===== config.mk =====
export PLATFORM = sky130hd
export DESIGN_NAME = axi_sram_slave_flat
export DESIGN_NICKNAME = d
export VERILOG_FILES = /design/src/rtl/axi_sram_slave_if.sv /design/src/rtl/axi_sram_slave.sv /design/src/flat_wrapper.sv
export SDC_FILE = /design/constraint.sdc
export NUM_CORES = 1
export LEC_CHECK = 0
export ABC_CLOCK_PERIOD_IN_PS = 5500
export CAP_MARGIN = 20
export CORE_MARGIN = 2
export CORE_UTILIZATION = 41
export DETAILED_ROUTE_END_ITERATION = 10
export GPL_TIMING_DRIVEN = 0
export HOLD_SLACK_MARGIN = 0.1
export PLACE_DENSITY = 0.87
export SLEW_MARGIN = 20
export SYNTH_ARGS = -nofsm -noshare
export SYNTH_HDL_FRONTEND = slang
export SYNTH_SLANG_ARGS = --single-unit

===== constraint.sdc =====
create_clock -name aclk -period 5.5 [get_ports aclk]
set_input_delay 1.1 -clock aclk [delete_from_list [all_inputs] [get_ports aclk]]
set_output_delay 1.1 -clock aclk [all_outputs]
set_load 0.005 [all_outputs]

===== src/rtl/axi_sram_slave_if.sv =====
// AXI4 bus bundle between a master and axi_sram_slave.
// The master modport drives requests; the slave modport drives the ready and response channels.
interface axi_sram_slave_if #(
    parameter int unsigned addr_wid = 26,
    parameter int unsigned data_wid = 32,
    parameter int unsigned id_wid   = 4
);
    localparam int unsigned stroblen = data_wid / 8;

    logic [id_wid-1:0]   awid;
    logic [addr_wid-1:0] awaddr;
    logic [7:0]          awlen;
    logic [2:0]          awsize;
    logic [1:0]          awburst;
    logic                awvalid;
    logic                awready;

    logic [data_wid-1:0] wdata;
    logic [stroblen-1:0] wstrb;
    logic                wlast;
    logic                wvalid;
    logic                wready;

    logic [id_wid-1:0]   bid;
    logic [1:0]          bresp;
    logic                bvalid;
    logic                bready;

    logic [id_wid-1:0]   arid;
    logic [addr_wid-1:0] araddr;
    logic [7:0]          arlen;
    logic [2:0]          arsize;
    logic [1:0]          arburst;
    logic                arvalid;
    logic                arready;

    logic [id_wid-1:0]   rid;
    logic [data_wid-1:0] rdata;
    logic [1:0]          rresp;
    logic                rlast;
    logic                rvalid;
    logic                rready;

    modport master (
        output awid, awaddr, awlen, awsize, awburst, awvalid,
        input  awready,
        output wdata, wstrb, wlast, wvalid,
        input  wready,
        input  bid, bresp, bvalid,
        output bready,
        output arid, araddr, arlen, arsize, arburst, arvalid,
        input  arready,
        input  rid, rdata, rresp, rlast, rvalid,
        output rready
    );

    modport slave (
        input  awid, awaddr, awlen, awsize, awburst, awvalid,
        output awready,
        input  wdata, wstrb, wlast, wvalid,
        output wready,
        output bid, bresp, bvalid,
        input  bready,
        input  arid, araddr, arlen, arsize, arburst, arvalid,
        output arready,
        output rid, rdata, rresp, rlast, rvalid,
        input  rready
    );
endinterface


===== src/rtl/axi_sram_slave.sv =====
// AXI4 slave that sequences write/read bursts onto a byte-addressed single-port SRAM.
// One transaction in flight at a time; AW/AR arbitration alternates when both are valid.
module axi_sram_slave #(
    parameter int unsigned addr_wid = 26,
    parameter int unsigned data_wid = 32,
    parameter int unsigned id_wid   = 4,
    parameter int unsigned stroblen = data_wid / 8
) (
    input  logic                aclk,
    input  logic                aresetn,
    axi_sram_slave_if.slave     bus,
    output logic [data_wid-1:0] mem_d,
    output logic [addr_wid-1:0] mem_addr,
    output logic                mem_wen,
    output logic [stroblen-1:0] mem_be,
    output logic                mem_ceb,
    input  logic [data_wid-1:0] mem_q
);
    localparam logic [2:0] IDLE    = 3'd0;
    localparam logic [2:0] WR_DATA = 3'd1;
    localparam logic [2:0] WR_RESP = 3'd2;
    localparam logic [2:0] RD_REQ  = 3'd3;
    localparam logic [2:0] RD_DATA = 3'd4;

    localparam int unsigned lane_bits = $clog2(stroblen);

    logic [2:0]          state_q, state_d;
    logic [id_wid-1:0]   id_q, id_d;
    logic [addr_wid-1:0] addr_q, addr_d, addr_step;
    logic [7:0]          len_q, len_d, beat_q, beat_d;
    logic [2:0]          size_q, size_d;
    logic                fixed_q, fixed_d, err_q, err_d, last_w_q, last_w_d;
    logic                grant_w, grant_r, beat_last;

    assign grant_w   = bus.awvalid & (~bus.arvalid | ~last_w_q);
    assign grant_r   = bus.arvalid & (~bus.awvalid | last_w_q);
    assign beat_last = (beat_q == len_q);

    // Erroneous bursts still walk the address as INCR at full bus width.
    assign addr_step = err_q   ? addr_wid'(stroblen) :
                       fixed_q ? '0 : (addr_wid'(1) << size_q);

    always_comb begin
        state_d  = state_q;
        id_d     = id_q;
        addr_d   = addr_q;
        len_d    = len_q;
        beat_d   = beat_q;
        size_d   = size_q;
        fixed_d  = fixed_q;
        err_d    = err_q;
        last_w_d = last_w_q;
        case (state_q)
            IDLE: begin
                if (grant_w) begin
                    id_d     = bus.awid;
                    addr_d   = bus.awaddr;
                    len_d    = bus.awlen;
                    size_d   = bus.awsize;
                    fixed_d  = (bus.awburst == 2'b00);
                    err_d    = bus.awburst[1] | (bus.awsize > 3'(lane_bits));
                    beat_d   = '0;
                    last_w_d = 1'b1;
                    state_d  = WR_DATA;
                end else if (grant_r) begin
                    id_d     = bus.arid;
                    addr_d   = bus.araddr;
                    len_d    = bus.arlen;
                    size_d   = bus.arsize;
                    fixed_d  = (bus.arburst == 2'b00);
                    err_d    = bus.arburst[1] | (bus.arsize > 3'(lane_bits));
                    beat_d   = '0;
                    last_w_d = 1'b0;
                    state_d  = RD_REQ;
                end
            end
            WR_DATA: begin
                if (bus.wvalid) begin
                    if (bus.wlast != beat_last) err_d = 1'b1;
                    if (beat_last) begin
                        state_d = WR_RESP;
                    end else begin
                        beat_d = beat_q + 8'd1;
                        addr_d = addr_q + addr_step;
                    end
                end
            end
            WR_RESP: if (bus.bready) state_d = IDLE;
            RD_REQ:  state_d = RD_DATA;
            RD_DATA: begin
                if (bus.rready) begin
                    if (beat_last) begin
                        state_d = IDLE;
                    end else begin
                        beat_d  = beat_q + 8'd1;
                        addr_d  = addr_q + addr_step;
                        state_d = RD_REQ;
                    end
                end
            end
            default: state_d = IDLE;
        endcase
    end

    always_ff @(posedge aclk or negedge aresetn) begin
        if (!aresetn) begin
            state_q  <= IDLE;
            id_q     <= '0;
            addr_q   <= '0;
            len_q    <= '0;
            beat_q   <= '0;
            size_q   <= '0;
            fixed_q  <= 1'b0;
            err_q    <= 1'b0;
            last_w_q <= 1'b0;
        end else begin
            state_q  <= state_d;
            id_q     <= id_d;
            addr_q   <= addr_d;
            len_q    <= len_d;
            beat_q   <= beat_d;
            size_q   <= size_d;
            fixed_q  <= fixed_d;
            err_q    <= err_d;
            last_w_q <= last_w_d;
        end
    end

    assign bus.awready = (state_q == IDLE) & grant_w;
    assign bus.arready = (state_q == IDLE) & grant_r;
    assign bus.wready  = (state_q == WR_DATA);
    assign bus.bvalid  = (state_q == WR_RESP);
    assign bus.bid     = id_q;
    assign bus.bresp   = err_q ? 2'b10 : 2'b00;
    assign bus.rvalid  = (state_q == RD_DATA);
    assign bus.rid     = id_q;
    assign bus.rresp   = err_q ? 2'b10 : 2'b00;
    assign bus.rlast   = bus.rvalid & beat_last;
    assign bus.rdata   = bus.rvalid ? mem_q : '0;

    assign mem_d    = bus.wdata;
    assign mem_wen  = bus.wready & bus.wvalid;
    assign mem_be   = bus.wready ? bus.wstrb : '0;
    assign mem_ceb  = (state_q == RD_REQ);
    assign mem_addr = addr_q & ~addr_wid'(stroblen - 1);
endmodule


===== src/flat_wrapper.sv =====
// flat-port wrapper written by rule: the top's interface ports become plain ports
module axi_sram_slave_flat 
#(
    parameter int unsigned addr_wid = 26,
    parameter int unsigned data_wid = 32,
    parameter int unsigned id_wid   = 4,
    parameter int unsigned stroblen = data_wid / 8
)
  (aclk, aresetn, mem_d, mem_addr, mem_wen, mem_be, mem_ceb, mem_q, bus_awid, bus_awaddr, bus_awlen, bus_awsize, bus_awburst, bus_awvalid, bus_awready, bus_wdata, bus_wstrb, bus_wlast, bus_wvalid, bus_wready, bus_bid, bus_bresp, bus_bvalid, bus_bready, bus_arid, bus_araddr, bus_arlen, bus_arsize, bus_arburst, bus_arvalid, bus_arready, bus_rid, bus_rdata, bus_rresp, bus_rlast, bus_rvalid, bus_rready);
  axi_sram_slave_if #(.addr_wid(addr_wid), .data_wid(data_wid), .id_wid(id_wid)) bus_i ();
  input  logic aclk;
  input  logic aresetn;
  output logic [data_wid-1:0] mem_d;
  output logic [addr_wid-1:0] mem_addr;
  output logic mem_wen;
  output logic [stroblen-1:0] mem_be;
  output logic mem_ceb;
  input  logic [data_wid-1:0] mem_q;
  input wire logic [$bits(bus_i.awid)-1:0] bus_awid;
  input wire logic [$bits(bus_i.awaddr)-1:0] bus_awaddr;
  input wire logic [$bits(bus_i.awlen)-1:0] bus_awlen;
  input wire logic [$bits(bus_i.awsize)-1:0] bus_awsize;
  input wire logic [$bits(bus_i.awburst)-1:0] bus_awburst;
  input wire logic [$bits(bus_i.awvalid)-1:0] bus_awvalid;
  output wire logic [$bits(bus_i.awready)-1:0] bus_awready;
  input wire logic [$bits(bus_i.wdata)-1:0] bus_wdata;
  input wire logic [$bits(bus_i.wstrb)-1:0] bus_wstrb;
  input wire logic [$bits(bus_i.wlast)-1:0] bus_wlast;
  input wire logic [$bits(bus_i.wvalid)-1:0] bus_wvalid;
  output wire logic [$bits(bus_i.wready)-1:0] bus_wready;
  output wire logic [$bits(bus_i.bid)-1:0] bus_bid;
  output wire logic [$bits(bus_i.bresp)-1:0] bus_bresp;
  output wire logic [$bits(bus_i.bvalid)-1:0] bus_bvalid;
  input wire logic [$bits(bus_i.bready)-1:0] bus_bready;
  input wire logic [$bits(bus_i.arid)-1:0] bus_arid;
  input wire logic [$bits(bus_i.araddr)-1:0] bus_araddr;
  input wire logic [$bits(bus_i.arlen)-1:0] bus_arlen;
  input wire logic [$bits(bus_i.arsize)-1:0] bus_arsize;
  input wire logic [$bits(bus_i.arburst)-1:0] bus_arburst;
  input wire logic [$bits(bus_i.arvalid)-1:0] bus_arvalid;
  output wire logic [$bits(bus_i.arready)-1:0] bus_arready;
  output wire logic [$bits(bus_i.rid)-1:0] bus_rid;
  output wire logic [$bits(bus_i.rdata)-1:0] bus_rdata;
  output wire logic [$bits(bus_i.rresp)-1:0] bus_rresp;
  output wire logic [$bits(bus_i.rlast)-1:0] bus_rlast;
  output wire logic [$bits(bus_i.rvalid)-1:0] bus_rvalid;
  input wire logic [$bits(bus_i.rready)-1:0] bus_rready;
  assign bus_i.awid = bus_awid;
  assign bus_i.awaddr = bus_awaddr;
  assign bus_i.awlen = bus_awlen;
  assign bus_i.awsize = bus_awsize;
  assign bus_i.awburst = bus_awburst;
  assign bus_i.awvalid = bus_awvalid;
  assign bus_awready = bus_i.awready;
  assign bus_i.wdata = bus_wdata;
  assign bus_i.wstrb = bus_wstrb;
  assign bus_i.wlast = bus_wlast;
  assign bus_i.wvalid = bus_wvalid;
  assign bus_wready = bus_i.wready;
  assign bus_bid = bus_i.bid;
  assign bus_bresp = bus_i.bresp;
  assign bus_bvalid = bus_i.bvalid;
  assign bus_i.bready = bus_bready;
  assign bus_i.arid = bus_arid;
  assign bus_i.araddr = bus_araddr;
  assign bus_i.arlen = bus_arlen;
  assign bus_i.arsize = bus_arsize;
  assign bus_i.arburst = bus_arburst;
  assign bus_i.arvalid = bus_arvalid;
  assign bus_arready = bus_i.arready;
  assign bus_rid = bus_i.rid;
  assign bus_rdata = bus_i.rdata;
  assign bus_rresp = bus_i.rresp;
  assign bus_rlast = bus_i.rlast;
  assign bus_rvalid = bus_i.rvalid;
  assign bus_i.rready = bus_rready;
  axi_sram_slave #(.addr_wid(addr_wid), .data_wid(data_wid), .id_wid(id_wid), .stroblen(stroblen)) u_core (.aclk(aclk), .aresetn(aresetn), .bus(bus_i), .mem_d(mem_d), .mem_addr(mem_addr), .mem_wen(mem_wen), .mem_be(mem_be), .mem_ceb(mem_ceb), .mem_q(mem_q));
endmodule

==> out/results.md <==
• status: completed
• clock sink count: 55
• core area: 0.0109 mm²
• final period demand of the worst path: 3590 ps
• number of hold-repair buffers added at the cts stage: 0
• share of flip-flops with an asynchronous set or reset after synthesis: 100%
• non-filler cells in the finished layout: 983
• total number of placement rows: 38
• cell type of the slowest stage on the worst timing path: clkdlybuf4s50_1
• PD cells: 445 mW/mm²
• Resized Gates After CTS: 0
• #FFs+latches synth: 55
• vias in the first global route: 5346
• element type at the critical path start: flip-flop
• post-synthesis xor/xnor area fraction: 3.44%
• die width: 110 µm
• unrepaired setup endpoints after global routing: false
• setup_tns: 0 ps
• root buffer cell: clkbuf_8
• HPWL after DPL: 14.6 mm
• clock latency at the later pin of the worst-skew pair: 320 ps
• Power Total: 0.00325 W
• worst hold path type: reg2reg
• arrival time reported for the critical path endpoint: 2490 ps
• I/O pin cnt: 276
• Avg Inst Size Synth: 7.79 µm²
• area delta synth->final: 59.1%
• highest clock rate: 278 MHz
• CTS H-tree depth: 2
• Post-Syn Instances: 589
• total number of nets in the final design: 1011
• CP Cell Sequence: nand2b_1, nor2_1, clkbuf_1, and2_1, clkdlybuf4s50_1
• adder and majority gate portion of the synthesized area: 2.89%
• Synth Warn #: 0
• data required time of the critical path: 4400 ps
• minimum setup slack in the final design: 1910 ps
• slew at the pin with the worst max-slew slack: 744 ps
• proportion of netlist area held by the largest area contributor: 30.0%
• top cell type by total area after synthesis: dfrtp_1
• Placement Setup Slack: 1960 ps
• GP Congestion: 0.934
• TritonCTS clock tree: yes
• placed instance count: 972
• maximum number of pins on one net before global-route repair: 55
• DRT iter0 DRCs: 431
• most common flop cell mapped by yosys: dfrtp_1
• compound-gate portion of the synthesized area: 20.6%
• portion of the clock cycle consumed by the worst path in the final layout: 65.3%
• sort of element at the end of the critical path: output port
• Final setup viols: 0
• largest family of logic cells by synthesized area: simple AND/OR/NAND/NOR gates
• Fin Clk Skew: 10.6 ps
• Reg clk slew, reported paths: 110 ps
• post-synthesis instance area: 0.00459 mm²
• number of buffers created by CTS: 5
• number of design rule violations left after detail routing: 0
• dominant cells by area after synthesis: dfrtp_1 (30%), buf_4 (11%), nand2_1 (8.9%)
• hold violation count in the final report: 0
• worst-case vdd ir drop: 0.243 mV
• top-count cell post-synth: nand2_1
• share of post-route cells with drive strength above 1: 12.4%
• Vias: 5386
• fraction of the mapped netlist area in simple logic gates: 27.1%
• initial core utilization: 42.1%
• max-slew violation count: 0
• count of distinct cell types in the synthesized netlist: 66
• global routing usage summed across all routing layers: 29.7%
• largest buffer count on any clock path: 2
• CP Class: reg2out
• drt pass-1 iters: 4
• delay of the slowest critical-path stage: 530 ps
• max-cap check violation count: 0
• antenna-violating nets left: 0
• register area share after synthesis: 30.0%
• wire length of the first global-routing pass: 27.6 mm
• grt ovf: 0
• port bufs: 239
• mux share of post-synthesis cell area: 0.900%
• DIE HEIGHT: 110 µm
• number of enable flip-flop cells after synthesis: 0
• Slew Limit Headroom: 50.4%
• static leakage: 3.13 nW
• maximum fanout count along the critical path: 10
• number of buffers added for setup after CTS: 0
• via count normalized by instance count: 5.48
• total die area: 0.0120 mm²
• number of antenna violations at the first check in global routing: 2
• list of most frequent post-synthesis cells: nand2_1 (109), buf_4 (69), dfrtp_1 (55), a21oi_1 (40), nor2_1 (35)
• wire per inst: 18.8 µm
• wirelength, routed: 18.5 mm
-- state kept, by name, summed over array words and instances (netlist names) --
name,flops
u_core.beat_q,8
u_core.err_q,1
u_core.state_q,3
u_core.len_q,8
u_core.addr_q,26
u_core.bus.bid,4
u_core.fixed_q,1
u_core.size_q,3
u_core.last_w_q,1
-- per-layer routing --
| layer | part of all wire [%] | vias to the layer above | global-route usage (%) |
|---|---|---|---|
| li1 | - | 2505 | - |
| met4 | 2.5 | 2 | 9.49 |
| met3 | 9.2 | 31 | 8.36 |
| met2 | 49 | 287 | 49.5 |
| met1 | 39 | 2561 | 37.2 |
| met5 | 0.038 | - | 0 |
-- power breakdown --
part / internal, W / switching (W)
Combinational: 0.00107 / 0.00111
Sequential: 0.000591 / 0.000216
Clock: 0.000116 / 0.000141
Total: 0.00178 / 0.00147
-- cell usage in the layout (no fill, tap or decap), types with 3 or more instances in the layout --
cell	n
clkbuf_8	7
inv_1	6
a32o_1	3
o21ai_1	10
a21oi_1	40
xnor2_1	6
buf_2	11
nor3_1	12
clkbuf_1	18
conb_1	4
nand4_1	10
and3_1	17
diode_2	3
nand2b_1	6
a31oi_1	20
and2_1	34
clkdlybuf4s50_1	238
nor2_1	35
ha_1	9
nor4_1	7
a2111oi_2	3
o31ai_1	5
xor2_1	12
o41ai_1	4
o21ai_0	8
buf_4	70
dfrtp_1	55
nand2_1	109
a21o_1	8
a311o_1	3
nand3_1	16
mux2i_1	3
-- metrics by stage --
stage	util (%)	area, µm²	hold slack, ps
after floorplan	-	4600	462
after global placement	65.8	7170	486
after detailed placement	66.0	7190	499
after CTS	67.0	7290	518
after global routing	67.0	7290	534
final	67.0	7300	516
-- critical path: cells and delay by family (launching register included) --
kind / cells / cell delay, ps
buf+inv: 2 / 850
simple gates: 3 / 830
flops: 1 / 490
-- layout make-up --
class / instances / area (µm²)
Clock buffer: 8 / 100
Tap cell: 140 / 175
Timing Repair Buffer: 240 / 2420
Antenna cell: 3 / 7.51
Inverter: 6 / 22.5
Fill cell: 904 / 3590
Sequential cell: 55 / 1380
Buffer: 101 / 667
Multi-Input combinational cell: 430 / 2530
-- cell families (layout without fill, tap and decap cells) --
family / count (synthesis) / count (layout)
xor+xnor: 18 / 18
buf+inv: 107 / 355
flops: 55 / 55
simple gates: 258 / 258
fa+ha+maj: 10 / 10
compound gates: 136 / 136
mux: 4 / 4
other cells: 1 / 7
-- path summary, 6_finish.rpt --
path	slack (ps)	to	startpoint	cells past startpoint
setup / recovery	1910	bus_rdata[25]	u_core.state_q[0]	5
hold / removal	520	u_core.last_w_q	u_core.last_w_q	1
setup reg to reg	2430	u_core.addr_q[18]	u_core.size_q[1]	9
hold reg to reg	520	u_core.last_w_q	u_core.last_w_q	1
max in group asynchronous	4470	u_core.err_q	aresetn	2
min in group asynchronous	560	u_core.addr_q[9]	aresetn	1
Note: power is estimated with default switching activity, not from simulation.
==> RTL change 1, RTL diff (same settings) <==
`id_wid` is set to 4 in 3 places; all go to 8.
--- a/src/rtl/axi_sram_slave_if.sv
+++ b/src/rtl/axi_sram_slave_if.sv
@@ -4,5 +4,5 @@
     parameter int unsigned addr_wid = 26,
     parameter int unsigned data_wid = 32,
-    parameter int unsigned id_wid   = 4
+    parameter int unsigned id_wid   = 8
 );
     localparam int unsigned stroblen = data_wid / 8;
--- a/src/rtl/axi_sram_slave.sv
+++ b/src/rtl/axi_sram_slave.sv
@@ -4,5 +4,5 @@
     parameter int unsigned addr_wid = 26,
     parameter int unsigned data_wid = 32,
-    parameter int unsigned id_wid   = 4,
+    parameter int unsigned id_wid   = 8,
     parameter int unsigned stroblen = data_wid / 8
 ) (
--- a/src/flat_wrapper.sv
+++ b/src/flat_wrapper.sv
@@ -4,5 +4,5 @@
     parameter int unsigned addr_wid = 26,
     parameter int unsigned data_wid = 32,
-    parameter int unsigned id_wid   = 4,
+    parameter int unsigned id_wid   = 8,
     parameter int unsigned stroblen = data_wid / 8
 )
Interface: changed (resized bus_arid, bus_awid, bus_bid and bus_rid); port bits go from 276 to 292. The function was not compared with the original's and may differ.
==> RTL change 1 against the unedited design <==
The flow now finishes with violations (DRC). Total power up 16%. Fmax down 3.2%. Register-to-register slack worse by 0.07 ns. Wire length down 5.1%. Cell count up 5.0%. Synthesized area up 6.5%. Combinational power up 8%. Sequential cell count up 4. Count of clock-buffer cells in the layout up 3. Sequential share of layout area down 0.26 points. Design area up 8.8%. Worst setup slack worse by 0.12 ns. Critical endpoint is now bus_rlast.
==> RTL change 1: results (changes against the unedited design) <==
CTS root buf: clkbuf_16
Async SR Flop Fraction: 100% (unchanged)
Pleak: 3.41 nW (+9.1%)
crit path from: u_core.beat_q[0]
Hold Crit Depth: 1 (unchanged)
Most flops, register: u_core.addr_q
gpl congestion: 0.893 (-4.4%)
Post-CTS Setup Bufs: 0 (unchanged)
Yosys cell types: 78 (+18%)
DR pass1 iterations: 8 (+4)
drt drc: 12 (+12)
vias in the first global route: 5260 (-1.6%)
Critical R2R Launch: u_core.size_q[1]
clock slew at reported path FFs: 0.05 ns (-0.06 ns)
worst vdd ir: 247 uV (+1.6%)
Worst EP arrival: 2.61 ns (+0.12 ns)
worst-case reg-to-reg path depth: 10 (+1)
via total after detailed routing: 5454 (+1.3%)
r2r endpoint: u_core.addr_q[16]
Synth Area in Compound Gates: 18.7% (-1.9 points)
clk_skew: 0.00890 ns (-0.00172 ns)
failing checks: DRC
setup_tns: 0 ns (unchanged)
Post-DP HPWL: 13.5 mm (-7.3%)
I/O Buffers: 255 (+6.7%)
fill cell count: 939 (+3.9%)
WL per Instance: 17.0 um (-9.6%)
XOR/XNOR share of the synthesized area: 3.77% (+0.33 points)
share of layout cells above drive strength 1: 15.0% (+2.6 points)
total track usage: 26.4% (-3.3 points)
largest net degree at the start of global routing: 34 (-38%)
post-synthesis mux area share: 1.43% (+0.53 points)
first-pass GRT wire length: 27.0 mm (-2.0%)
r2r setup slk: 2.36 ns (-0.07 ns)
H-tree depth: 3 (+1)
Final #Nets: 1064 (+5.2%)
Synth area leaders: dfrtp_1 30%, buf_4 12%, nand2_1 8.1%, and3_1 5.0%, nor2_1 4.2%
Ant. Diodes: 0 (-3)
Seq/Total Area, Yosys: 30.2% (+0.22 points)
status: finished with violations
post_cts resized: 0 (unchanged)
clock insertion delay at the later pin of the skew report: 0.33 ns
Worst setup endpoint: bus_rlast
Post-Synth Adder-Cell Area: 2.72% (-0.18 points)
Clock Tree Buf Depth: 2 (unchanged)
worst min path class: register to register
Slew headroom: 49.5% (-0.89 points)
Commonest cells post-synth: 105 x nand2_1, 75 x buf_4, 59 x dfrtp_1
Initial DRC Count: 392 (-9.0%)
synth warn: 0 (unchanged)
max FFs per register: 26 (unchanged)
cts bufs inserted: 9 (+4)
antenna violations before repair: 0 (-2)
Crit Path Max Fanout: 10 (unchanged)
==> RTL change 1: worst max-delay path: stages, from the launching register on <==
cell and delay, ns:
dfrtp_1 0.46, xnor2_1 0.16, nand4_1 0.21, nor2_2 0.45, buf_2 0.33, and2_1 0.16
clkdlybuf4s50_1 0.50
==> RTL change 1: where the power goes <==
part	total [W]	switching, W	leakage, nW	internal, W
Sequential	0.000855	0.000218	0.702	0.000637
Combinational	0.00236	0.00116	2.56	0.00120
Clock	0.000562	0.000202	0.145	0.000360
Total	0.00378	0.00157	3.41	0.00220
==> RTL change 1: cell type report <==
type | instances | area share [%]
repair buffers | 256 | 32.4
multi-input cells | 445 | 33.6
clock inverters | 5 | 0.662
flip-flops and latches | 59 | 18.6
well taps | 143 | 2.25
clock buffers | 11 | 3.06
plain buffers | 106 | 9.09
inverters | 7 | 0.331
==> RTL change 1: per-stage QoR <==
stage          hold slack (ns)  cells  util (%)  worst slack [ns]  area (um^2)
6_report                 0.503   1032      68.9              1.79         7940
3_5_place_dp             0.494   1016      66.4              1.97         7640
4_1_cts                  0.502   1032      68.9              1.81         7940
3_3_place_gp             0.471   1015      66.2              1.39         7630
5_1_grt                  0.514   1032      68.9              1.61         7940
2_1_floorplan            0.456    617         -              2.75         4900
==> RTL change 1: per-layer routing <==
metal	track usage [%]	wire length, um	up-vias
li1	-	-	2636
met1	35.6	7250	2524
met2	43.2	8480	267
met3	5.36	1490	27
met4	7.56	314	0
met5	0	0	-
==> RTL change 1: worst min path at each step <==
stage | startpoint | end
detailed placement | u_core.last_w_q | u_core.last_w_q
finish | u_core.last_w_q | u_core.last_w_q
global route | u_core.last_w_q | u_core.last_w_q
floorplan | u_core.addr_q[0] | u_core.addr_q[0]
CTS | u_core.last_w_q | u_core.last_w_q
global placement | u_core.addr_q[0] | u_core.addr_q[0]
==> RTL change 2, RTL diff (config.mk and constraints unchanged) <==
Without the edit above. Make the reset (`aresetn`) synchronous in one clocked block.
--- a/src/rtl/axi_sram_slave.sv
+++ b/src/rtl/axi_sram_slave.sv
@@ -103,5 +103,5 @@
     end
 
-    always_ff @(posedge aclk or negedge aresetn) begin
+    always_ff @(posedge aclk) begin
         if (!aresetn) begin
             state_q  <= IDLE;
Check against the original RTL: differs if aresetn is asserted again (counterexample within 4 cycles, from zero or initial values and one cycle with aresetn low); with aresetn held inactive, the same outputs for 4 cycles.
==> RTL change 2 against the unedited design <==
Synthesized area down 0.25%. Total power down 36%. Critical path depth up 1. Worst setup slack worse by 1.2 ns. Sequential cell count unchanged. Fmax down 26%. Design area down 0.31%. Via count up 4.0%. Synthesized cell count up 8.8%. Cell count up 4.9%. Wire length down 5.8%. Non-clock buffer count up 2. Utilization down 0.21 points. Sequential power down 25%. Critical path type is now input port to output port.
==> RTL change 2: results (changes against the unedited design) <==
Synth area leaders: dfxtp_1 24%, buf_4 11%, nand2_1 8.3%, and3_1 5.6%, a21oi_1 4.4%
Commonest cells post-synth: 101 x nand2_1, 67 x buf_4, 55 x dfxtp_1
total track usage: 27.4% (-2.3 points)
Slew headroom: 51.2% (+0.80 points)
antenna violations before repair: 0 (-2)
Hold Crit Depth: 2 (+1)
fill cell count: 975 (+7.9%)
via total after detailed routing: 5602 (+4.0%)
Ant. Diodes: 0 (-3)
Worst EP arrival: 3.73 ns (+1.24 ns)
Initial DRC Count: 385 (-11%)
final WL: 17.4 mm (-5.8%)
pre-CTS WS: 0.710 ns (-1.25 ns)
Final #Nets: 1062 (+5.0%)
Worst Hold End: u_core.addr_q[25]
DR pass1 iterations: 5 (+1)
gpl congestion: 0.964 (+3.2%)
largest net degree at the start of global routing: 18 (-67%)
first-pass GRT wire length: 25.9 mm (-6.0%)
Pleak: 2.98 nW (-4.7%)
r2r endpoint: u_core.addr_q[16]
share of layout cells above drive strength 1: 11.3% (-1.0 points)
Worst Hold Launch: u_core.addr_q[25]
status: complete, no violations
r2r setup slk: 2.51 ns (+0.08 ns)
worst-case reg-to-reg path depth: 10 (+1)
worst vdd ir: 196 uV (-19%)
Async SR Flop Fraction: 0% (-100 points)
Post-DP HPWL: 13.5 mm (-7.8%)
Critical R2R Launch: u_core.err_q
## RTL change 2: worst max-delay path, stage by stage
cell	delay (ns)
clkdlybuf4s50_1	0.59
a21boi_2	0.57
clkbuf_1	0.49
buf_2	0.32
and2_1	0.15
clkdlybuf4s50_1	0.50
## RTL change 2: final cells by class
class | instances | area share [%]
flip-flops and latches | 55 | 15.1
clock inverters | 2 | 0.533
plain buffers | 104 | 9.03
clock buffers | 6 | 1.13
well taps | 140 | 2.41
repair buffers | 239 | 32.9
inverters | 13 | 0.671
multi-input cells | 472 | 38.2
## RTL change 2: logic make-up (layout without fill, tap and decap cells)
logic type | count (synthesis) | after routing | share of synthesized area (%)
AND/OR/NAND/NOR | 294 | 294 | 31.4
adder cells (fa/ha/maj) | 10 | 10 | 2.90
other | 1 | 4 | 0.0820
AO/OA/AOI/OAI | 140 | 140 | 21.5
XOR/XNOR | 23 | 23 | 4.40
buffers and inverters | 117 | 364 | 15.4
multiplexers | 1 | 1 | 0.219
flip-flops | 55 | 55 | 24.1
## RTL change 2: worst max-delay path by stage
stage	endpoint	slack, ns	cells after the start
2_1_floorplan	bus_awready	2.35	4
3_3_place_gp	bus_awready	0.69	6
3_5_place_dp	bus_awready	0.71	6
4_1_cts	bus_awready	0.67	6
5_1_grt	bus_awready	0.58	6
6_report	bus_awready	0.67	6
## RTL change 2: stage by stage
stage | hold slack, ns | util (%) | total power [W] | std cells | area [um^2]
floorplan | 0.435 | - | 0.00126 | 644 | 4590
global placement | 0.450 | 65.7 | 0.00175 | 1023 | 7150
detailed placement | 0.458 | 65.7 | 0.00176 | 1023 | 7150
CTS | 0.472 | 66.8 | 0.00206 | 1031 | 7280
global route | 0.508 | 66.8 | 0.00220 | 1031 | 7280
finish | 0.476 | 66.8 | 0.00208 | 1031 | 7280
## RTL change 2: power groups by stage
stage | combinational [W] | clock, W | sequential (W)
after floorplan | 0.000680 | 0 | 0.000582
after global placement | 0.00114 | 0 | 0.000608
after detailed placement | 0.00115 | 0 | 0.000612
after CTS | 0.00116 | 0.000297 | 0.000603
after global routing | 0.00127 | 0.000312 | 0.000623
final | 0.00117 | 0.000300 | 0.000607
## RTL change 2: per-layer routing
layer	global-route usage [%]	wire, um	vias to the layer above
met1	37.3	7260	2532
met4	7.14	325	0
met3	5.45	1810	30
met5	0	0	-
met2	44.4	8000	322
li1	-	-	2718
